`src/rtl/sdc_cmd_master.sv`:
```
`default_nettype none
`timescale 1ns/1ps
// +--------------------------------------------------------------------------+
// | sdc_cmd_master : Wishbone master issuing one SD command per request,     |
// | polling the event register and fetching the 120-bit response.            |
// | Revision: 1.0                                                            |
// +--------------------------------------------------------------------------+
module sdc_cmd_master #(
    parameter int POLL_W    = 16,
    parameter int GAP_W     = 3,
    parameter int READ_RESP = 1
) (
    input  logic         clk,
    input  logic         rst,
    input  logic         req_valid,
    output logic         req_ready,
    input  logic [13:0]  req_cmd,
    input  logic [31:0]  req_arg,
    output logic         done,
    output logic [4:0]   status,
    output logic         timeout,
    output logic [119:0] resp,
    output logic [7:0]   wb_addr,
    output logic [31:0]  wb_dout,
    input  logic [31:0]  wb_din,
    output logic [3:0]   wb_dm,
    output logic         wb_cyc,
    output logic         wb_stb,
    output logic         wb_we,
    input  logic         wb_ack
);

    typedef enum logic [2:0] {
        S_IDLE   = 3'd0,
        S_WR_CMD = 3'd1,
        S_WR_ARG = 3'd2,
        S_POLL   = 3'd3,
        S_WAIT   = 3'd4,
        S_CLEAR  = 3'd5,
        S_RESP   = 3'd6,
        S_DONE   = 3'd7
    } state_t;

    localparam logic [POLL_W-1:0] c_poll_one  = POLL_W'(1);
    localparam logic [POLL_W-1:0] c_poll_max  = '1;
    localparam logic [POLL_W-1:0] c_poll_last = c_poll_max - c_poll_one;
    localparam logic [GAP_W-1:0]  c_gap_one   = GAP_W'(1);
    localparam logic [GAP_W-1:0]  c_gap_max   = '1;
    localparam logic [GAP_W-1:0]  c_gap_last  = c_gap_max - c_gap_one;

    state_t              r_state, w_state;
    logic [13:0]         r_cmd, w_cmd;
    logic [31:0]         r_arg, w_arg;
    logic [POLL_W-1:0]   r_poll_cnt, w_poll_cnt;
    logic [GAP_W-1:0]    r_gap_cnt, w_gap_cnt;
    logic [1:0]          r_idx, w_idx;
    logic [4:0]          r_status, w_status;
    logic                r_timeout, w_timeout;
    logic [119:0]        r_resp, w_resp;
    logic                r_cyc, w_cyc;
    logic                r_we, w_we;
    logic [7:0]          r_addr, w_addr;
    logic [31:0]         r_dout, w_dout;
    logic [40:0]         w_setup;

    // {we, addr, dout} presented for the bus cycle belonging to a state.
    function automatic logic [40:0] bus_setup(input state_t s, input logic [1:0] idx,
                                              input logic [13:0] cmd, input logic [31:0] arg);
        case (s)
            S_WR_CMD: bus_setup = {1'b1, 8'h04, 18'b0, cmd};
            S_WR_ARG: bus_setup = {1'b1, 8'h00, arg};
            S_POLL:   bus_setup = {1'b0, 8'h34, 32'h0};
            S_CLEAR:  bus_setup = {1'b1, 8'h34, 32'h0};
            S_RESP:   bus_setup = {1'b0, 8'h08 + {4'b0, idx, 2'b00}, 32'h0};
            default:  bus_setup = '0;
        endcase
    endfunction

    always_ff @(posedge clk or negedge rst) begin
        if (!rst) begin
            r_state    <= S_IDLE;
            r_cmd      <= '0;
            r_arg      <= '0;
            r_poll_cnt <= '0;
            r_gap_cnt  <= '0;
            r_idx      <= '0;
            r_status   <= '0;
            r_timeout  <= 1'b0;
            r_resp     <= '0;
            r_cyc      <= 1'b0;
            r_we       <= 1'b0;
            r_addr     <= '0;
            r_dout     <= '0;
        end else begin
            r_state    <= w_state;
            r_cmd      <= w_cmd;
            r_arg      <= w_arg;
            r_poll_cnt <= w_poll_cnt;
            r_gap_cnt  <= w_gap_cnt;
            r_idx      <= w_idx;
            r_status   <= w_status;
            r_timeout  <= w_timeout;
            r_resp     <= w_resp;
            r_cyc      <= w_cyc;
            r_we       <= w_we;
            r_addr     <= w_addr;
            r_dout     <= w_dout;
        end
    end

    always_comb begin
        w_state    = r_state;
        w_cmd      = r_cmd;
        w_arg      = r_arg;
        w_poll_cnt = r_poll_cnt;
        w_gap_cnt  = r_gap_cnt;
        w_idx      = r_idx;
        w_status   = r_status;
        w_timeout  = r_timeout;
        w_resp     = r_resp;
        w_cyc      = r_cyc;
        w_we       = r_we;
        w_addr     = r_addr;
        w_dout     = r_dout;
        w_setup    = bus_setup(r_state, r_idx, r_cmd, r_arg);
        case (r_state)
            S_IDLE: begin
                if (req_valid) begin
                    w_cmd      = req_cmd;
                    w_arg      = req_arg;
                    w_status   = '0;
                    w_timeout  = 1'b0;
                    w_resp     = '0;
                    w_poll_cnt = '0;
                    w_gap_cnt  = '0;
                    w_idx      = '0;
                    w_state    = S_WR_CMD;
                end
            end
            S_WR_CMD, S_WR_ARG, S_POLL, S_CLEAR, S_RESP: begin
                // A bus state is entered with cyc low; that cycle is the inter-transfer gap.
                if (!r_cyc) begin
                    w_cyc = 1'b1;
                    {w_we, w_addr, w_dout} = w_setup;
                end else if (wb_ack) begin
                    w_cyc  = 1'b0;
                    w_we   = 1'b0;
                    w_addr = '0;
                    w_dout = '0;
                    case (r_state)
                        S_WR_CMD: w_state = S_WR_ARG;
                        S_WR_ARG: w_state = S_POLL;
                        S_POLL: begin
                            if (wb_din[4:0] != 5'd0) begin
                                w_status = wb_din[4:0];
                                w_state  = S_CLEAR;
                            end else if (r_poll_cnt == c_poll_last) begin
                                w_poll_cnt = c_poll_max;
                                w_timeout  = 1'b1;
                                w_status   = '0;
                                w_state    = S_CLEAR;
                            end else begin
                                w_poll_cnt = r_poll_cnt + c_poll_one;
                                w_gap_cnt  = '0;
                                w_state    = S_WAIT;
                            end
                        end
                        S_CLEAR: begin
                            if ((READ_RESP != 0) && !r_timeout && (r_status[4:1] == 4'd0))
                                w_state = S_RESP;
                            else
                                w_state = S_DONE;
                        end
                        S_RESP: begin
                            case (r_idx)
                                2'd0:    w_resp[31:0]   = wb_din;
                                2'd1:    w_resp[63:32]  = wb_din;
                                2'd2:    w_resp[95:64]  = wb_din;
                                default: w_resp[119:96] = wb_din[23:0];
                            endcase
                            if (r_idx == 2'd3)
                                w_state = S_DONE;
                            else
                                w_idx = r_idx + 2'd1;
                        end
                        default: w_state = S_IDLE;
                    endcase
                end
            end
            S_WAIT: begin
                // The idle gap absorbs the normal one-cycle gap: the poll starts straight away.
                if (r_gap_cnt == c_gap_last) begin
                    w_gap_cnt = '0;
                    w_state   = S_POLL;
                    w_cyc     = 1'b1;
                    {w_we, w_addr, w_dout} = bus_setup(S_POLL, r_idx, r_cmd, r_arg);
                end else begin
                    w_gap_cnt = r_gap_cnt + c_gap_one;
                end
            end
            S_DONE:  w_state = S_IDLE;
            default: w_state = S_IDLE;
        endcase
    end

    assign req_ready = (r_state == S_IDLE);
    assign done      = (r_state == S_DONE);
    assign status    = r_status;
    assign timeout   = r_timeout;
    assign resp      = r_resp;
    assign wb_cyc    = r_cyc;
    assign wb_stb    = r_cyc;
    assign wb_we     = r_we;
    assign wb_addr   = r_addr;
    assign wb_dout   = r_dout;
    assign wb_dm     = 4'hF;

endmodule
`default_nettype wire

```
`config.mk`:
```
export PLATFORM = sky130hd
export DESIGN_NAME = sdc_cmd_master
export DESIGN_NICKNAME = d
export VERILOG_FILES = /design/src/rtl/sdc_cmd_master.sv
export SDC_FILE = /design/constraint.sdc
export NUM_CORES = 1
export LEC_CHECK = 0
export ABC_AREA = 1
export CAP_MARGIN = 30
export CORE_MARGIN = 1.5
export CORE_UTILIZATION = 30
export CTS_CLUSTER_DIAMETER = 100
export DETAILED_ROUTE_END_ITERATION = 10
export PLACE_DENSITY_LB_ADDON = 0.2
export SYNTH_ARGS = -nofsm -noshare
export SYNTH_HDL_FRONTEND = slang
export SYNTH_SLANG_ARGS = --single-unit
```
`constraint.sdc`:
```
create_clock -name clk -period 2.95 [get_ports clk]
set_clock_uncertainty 0.15 [all_clocks]
set_input_delay 0.59 -clock clk [delete_from_list [all_inputs] [get_ports clk]]
set_output_delay 0.59 -clock clk [all_outputs]
set_load 0.005 [all_outputs]
```
After elaboration in Yosys (flattened, before gate mapping)
Index checks and enable logic that the tools add are counted.
{"block": "op_classes", "reduce_logical": 24, "muxes": 71, "n_addsub": 4, "eq_ne": 29}
{"operator": "120-bit two-way mux", "n": 4}
{"operator": "120-bit case mux with 2 select lines", "n": 1}
{"operator": "41-bit case mux with 5 select lines", "n": 1}
{"operator": "32-bit two-way mux", "n": 6}
{"operator": "16-bit two-way mux", "n": 6}
{"operator": "32-bit case mux with 2 select lines", "n": 1}
{"operator": "6-bit AND reduction", "n": 7}
{"operator": "3-bit two-way mux", "n": 12}
{"operator": "16-bit case mux with 2 select lines", "n": 1}
{"operator": "5-bit two-way mux", "n": 6}
{"operator": "24-bit two-way mux", "n": 1}
{"operator": "8-bit two-way mux", "n": 3}
{"operator": "2-bit inequality test, second input constant", "n": 11}
{"operator": "16-bit by 1-bit adder with 16-bit output, second input constant", "n": 1}
{"operator": "16-bit equality test, second input constant", "n": 1}
{"operator": "8-bit case mux with 2 select lines", "n": 1}
{"operator": "3-bit equality test, second input constant", "n": 5}
{"operator": "1-bit two-way mux", "n": 15}
{"operator": "3-bit case mux with 5 select lines", "n": 1}
{"operator": "7-bit AND reduction", "n": 2}
{"operator": "3-bit case mux with 4 select lines", "n": 1}
{"operator": "2-bit two-way mux", "n": 5}
{"operator": "5-bit case mux with 2 select lines", "n": 1}
{"operator": "3-bit inequality test, second input constant", "n": 3}
{"operator": "24 further kinds", "n": 32}
{"block": "totals", "wordCells": 144, "in_bits": 82, "ff_bits": 238, "output_inout_bits": 175}

Logic depth before layout (Yosys ltp)
{"block": "logic_depth", "depth_word": 7, "ltp_mapped": 13, "mapped_depth_nobuf": 11}

Least setup slack after synthesis
Ideal clock, no wire load.
{"block": "synth_path", "kind": "register to register", "from": "register r_state[1]", "to": "register r_dout[10] (netlist: wb_dout[10])", "required_time_ps": 2670, "setup_slack_ps": 803, "stages_incl_launch_ff": 14, "period_less_slack_ps": 2147, "path_buffers": 4, "arrival_ps": 1867, "setup_time_ps": 130, "path_cell_list": "dfrtp_1 -> inv_1 -> ha_1 -> buf_2 -> nand2_2 -> nand2_4 -> inv_2 -> buf_4 -> a21oi_2 -> nand2_1 -> buf_2 -> buf_2 -> nand2_1 -> o21ai_0"}
{"block": "synth_via", "elab_chain_len": 4, "elab_cells_between_ends": 14, "cone_classes": "eq/ne (8); mux (3); reduce/logical (3)"}
{"item": "start, declared", "line": "51", "source": "state_t r_state, w_state;"}
{"item": "start signal, assigned", "line": "95", "source": "r_state <= w_state;"}
{"item": "3-bit equality test (tied with other cells)", "line": "69, 126"}
{"item": "41-bit case mux with 5 select lines / 5-bit OR reduction (equally long branches)", "line": "69, 126"}
{"item": "32-bit two-way mux (tied with other cells)", "line": "142", "source": "if (!r_cyc) begin"}
{"item": "32-bit case mux with 2 select lines / 3-bit AND reduction (equally long branches)"}
{"item": "end signal, assigned", "line": "107", "source": "r_dout <= w_dout;"}
{"item": "end, declared", "line": "63", "source": "logic [31:0] r_dout, w_dout;"}
Several ways; a longest one is shown, not always the timed one.
A chain may end at the register's enable or synchronous reset.

Worst setup path in the final report
{"block": "layout_path", "from": "register r_state[1]", "to": "output port req_ready"}
{"block": "layout_via", "elab_chain_len": 1}
{"item": "3-bit logical NOT", "line": "206", "source": "assign req_ready = (r_state == S_IDLE);"}
{"item": "end, declared", "line": "16", "source": "output logic req_ready,"}
No other way between the ends.

==> results by group <==
Final layout
  – Final Util: between 40% and 50%
  – Syn-to-layout area delta: 38.6%
  – Final Instance Count excl. Fillers: 1,946
  – Fin nets: 1,563
  – Fraction of layout cells with a size suffix above 1: under 10%
  – Diodes inserted: 0
  – Most frequent cells in the layout: nand2_1 (389), clkdlybuf4s50_1 (247), dfrtp_1 (234), nand3_1 (136), o21ai_0 (96)
  – Most common cell after layout, fill and taps aside: nand2_1

Clocking
  – CTS tree: done
  – Clk Latency, worst-skew pair: 540 ps
  – Post_cts resized: 0
  – H-tree levels: 1
  – Clk slew on worst S/H paths: 60 ps
  – Root Driver: clkbuf_16
  – Cts bufs inserted: 28
  – Deepest clock path buffer count: 3
  – Clock Sinks: 234

Timing
  – Final slew viol count: 0
  – Final min period: 2820 ps
  – Fin. Hold Viols: 0
  – Tcrit/Tclk final: 95.6%
  – RSZ-0062 raised after global routing: false
  – Setup Viol. Count Final: 0
  – Slew @ Worst Pin: 682 ps
  – Setup_tns: 0 ps
  – Max Freq: around 350 MHz
  – Rel. slew slack: 54.5%

Placed design
  – GP Congestion: around 0.8
  – # placed instances: 1,893
  – Buffers added on ports: 248
  – Dpl hpwl: about 22,000 um

Pwr
  – Lkg Pwr: around 7.0 nW
  – Maximum VDD drop: 632 uV
  – Pwr/cell area: 1080 nW/um^2

Detailed routing
  – ANT nets after route: 0
  – Drt first pass iters: 5
  – Initial DRC count: 475
  – Avg WL per Cell: 16.6 um
  – WL final: 32,400 um
  – Vias post-DR: 9,040
  – Vias per std cell: 4.65
  – DRC Markers: 0

Global routing
  – Vias in the first global route: 9,001
  – Global-route wire length before repair: 51,300 um
  – GR Util All Layers: approximately 18%
  – GRT overflow: 0
  – Largest net degree at the start of global routing: 75
  – Initial antenna violation count: 1

Critical path
  – Worst path cell trace: inv_1 > ha_1 > nand2_1 > inv_1 > clkdlybuf4s50_1
  – Cell repeated most along the worst path: inv_1
  – CP Depth: 5
  – CP Capture Type: output port
  – Slowest cell on the critical path: clkdlybuf4s50_1
  – Bufs and invs on worst path: 3
  – Worst Setup Start Kind: register
  – Worst setup path class: reg2out
  – Worst path max stage delay: about 520 ps
  – CP arrival: 2080 ps
  – Family with the most delay on the worst path: buffers and inverters
  – CP startpoint: r_state[1]$_DFFE_PN0P_
  – R2R Setup Slk: 390 ps
  – Crit Path Max Fanout: 6
  – Reg2Reg Launch Point: r_state[1]$_DFFE_PN0P_
  – Critical Path Sink: req_ready
  – Critical R2R Capture: resp[51]$_DFFE_PN0P_
  – Reg2reg path depth: 9
  – Data required, critical path: 2210 ps

Yosys
  – Synthesized cell area: roughly 11,000 um^2
  – Warnings, synthesis: 0
  – Avg Cell Area, Syn: around 8.6 um^2
  – Yosys cell types: 29
  – Post-synthesis sequential area ratio: between 50 and 60%
  – Synthesized flop and latch total: 234
  – Syn Inst Count: approximately 1,200

Die
  – Rows: 68
  – I/O pins: 257
  – Starting Density: 30.5%
  – DIE HEIGHT: approximately 190 um
  – Die W: between 150 and 200 um
  – Core area: 34,500 um^2
  – Full die area: between 30,000 and 40,000 um^2

Run
  – MaxCap Viol Count: 0

Run status
  – Status: completed

Hold path
  – Hold WC Path Type: reg2reg
[flip-flops by register name (all words and copies together), names as in the netlist]
| name | flops |
|---|---|
| wb_we | 1 |
| r_gap_cnt | 3 |
| r_poll_cnt | 16 |
| wb_cyc | 1 |
| timeout | 1 |
| resp | 120 |
| r_arg | 32 |
| r_cmd | 14 |
| wb_addr | 4 |
| wb_dout | 32 |
| r_idx | 2 |
| r_state | 3 |
| status | 5 |
[cell usage after synthesis]
library cell / n / area share (%)
a211oi_1: 1 / 0.071
a21oi_1: 18 / 0.85
a21oi_2: 2 / 0.17
a21oi_4: 1 / 0.15
buf_1: 1 / 0.036
buf_2: 33 / 1.6
buf_4: 10 / 0.71
clkbuf_1: 31 / 1.1
clkbuf_2: 2 / 0.095
conb_1: 2 / 0.071
dfrtp_1: 234 / 56
ha_1: 12 / 1.4
inv_1: 82 / 2.9
inv_2: 2 / 0.071
mux2_2: 36 / 3.8
nand2_1: 391 / 14
nand2_2: 2 / 0.12
nand2_4: 1 / 0.11
nand3_1: 136 / 6.5
nand3b_1: 4 / 0.28
nand4_1: 23 / 1.4
nor2_1: 79 / 2.8
nor2_2: 5 / 0.30
o21ai_0: 96 / 4.6
o21ai_1: 17 / 0.81
o21ai_2: 2 / 0.17
o22ai_1: 3 / 0.18
or2_2: 1 / 0.059
xor2_1: 3 / 0.25
[where the power goes]
part / switching (mW) / leakage (nW) / internal [mW] / total [mW]
Clock: 1.40 / 0.502 / 2.40 / 3.80
Combinational: 3.84 / 3.44 / 2.88 / 6.72
Sequential: 0.786 / 3.01 / 4.50 / 5.28
[worst min-delay path, delay by kind of cell (launching register included)]
family	cells	cell delay, ps
and+or+nand+nor	2	100
DFF	1	340
[metal layers]
| metal | GRT usage, % | routed length [um] | vias up |
|---|---|---|---|
| met5 | 0 | 12 | - |
| met4 | 3.76 | 572 | 2 |
| met3 | 5.67 | 3060 | 46 |
| met2 | 27.6 | 14300 | 301 |
| met1 | 24.5 | 14400 | 4258 |
| li1 | - | - | 4433 |
[worst min path at each step]
stage / from / endpoint / slack, ps / depth (start not counted)
2_1_floorplan: rst / r_arg[0]$_DFFE_PN0P_ / 140 / 0
3_3_place_gp: resp[99]$_DFFE_PN0P_ / resp[99]$_DFFE_PN0P_ / 300 / 2
3_5_place_dp: resp[99]$_DFFE_PN0P_ / resp[99]$_DFFE_PN0P_ / 310 / 2
4_1_cts: resp[99]$_DFFE_PN0P_ / resp[99]$_DFFE_PN0P_ / 320 / 2
5_1_grt: resp[1]$_DFFE_PN0P_ / resp[1]$_DFFE_PN0P_ / 330 / 2
6_report: resp[99]$_DFFE_PN0P_ / resp[99]$_DFFE_PN0P_ / 320 / 2
[repair_timing]
action / CTS / global route
setup buffers: 0 / 0
hold buffers: 1 / 0
endpoints found under the hold margin: 62 / 0
[per-stage QoR]
step	hold WS (ps)	power, mW	worst slack (ps)	cell area, um^2
after floorplan	144	8.70	803	10600
after global placement	303	12.0	340	13600
after detailed placement	307	12.1	332	13600
after CTS	322	16.0	116	14600
after global routing	335	17.0	44.9	14600
final	319	15.8	130	14600
[layout make-up]
| type | count | area, um^2 |
|---|---|---|
| Fill cell | 3480 | 19900 |
| Sequential cell | 234 | 5860 |
| Multi-Input combinational cell | 841 | 4030 |
| Timing Repair Buffer | 280 | 2810 |
| Clock buffer | 39 | 833 |
| Tap cell | 455 | 569 |
| Inverter | 84 | 315 |
| Clock inverter | 13 | 198 |
[kinds of logic (layout without fill, tap and decap cells)]
kind of cell / after synthesis / after routing / share of synthesized area, %
simple gates: 642 / 642 / 25.4
flops: 234 / 234 / 55.5
buf+inv: 161 / 416 / 6.50
compound gates: 140 / 140 / 6.95
mux: 36 / 36 / 3.84
fa+ha+maj: 12 / 12 / 1.42
xor+xnor: 3 / 3 / 0.249
other cells: 2 / 8 / 0.0712
No activity file was read; power rests on OpenSTA's default activity.
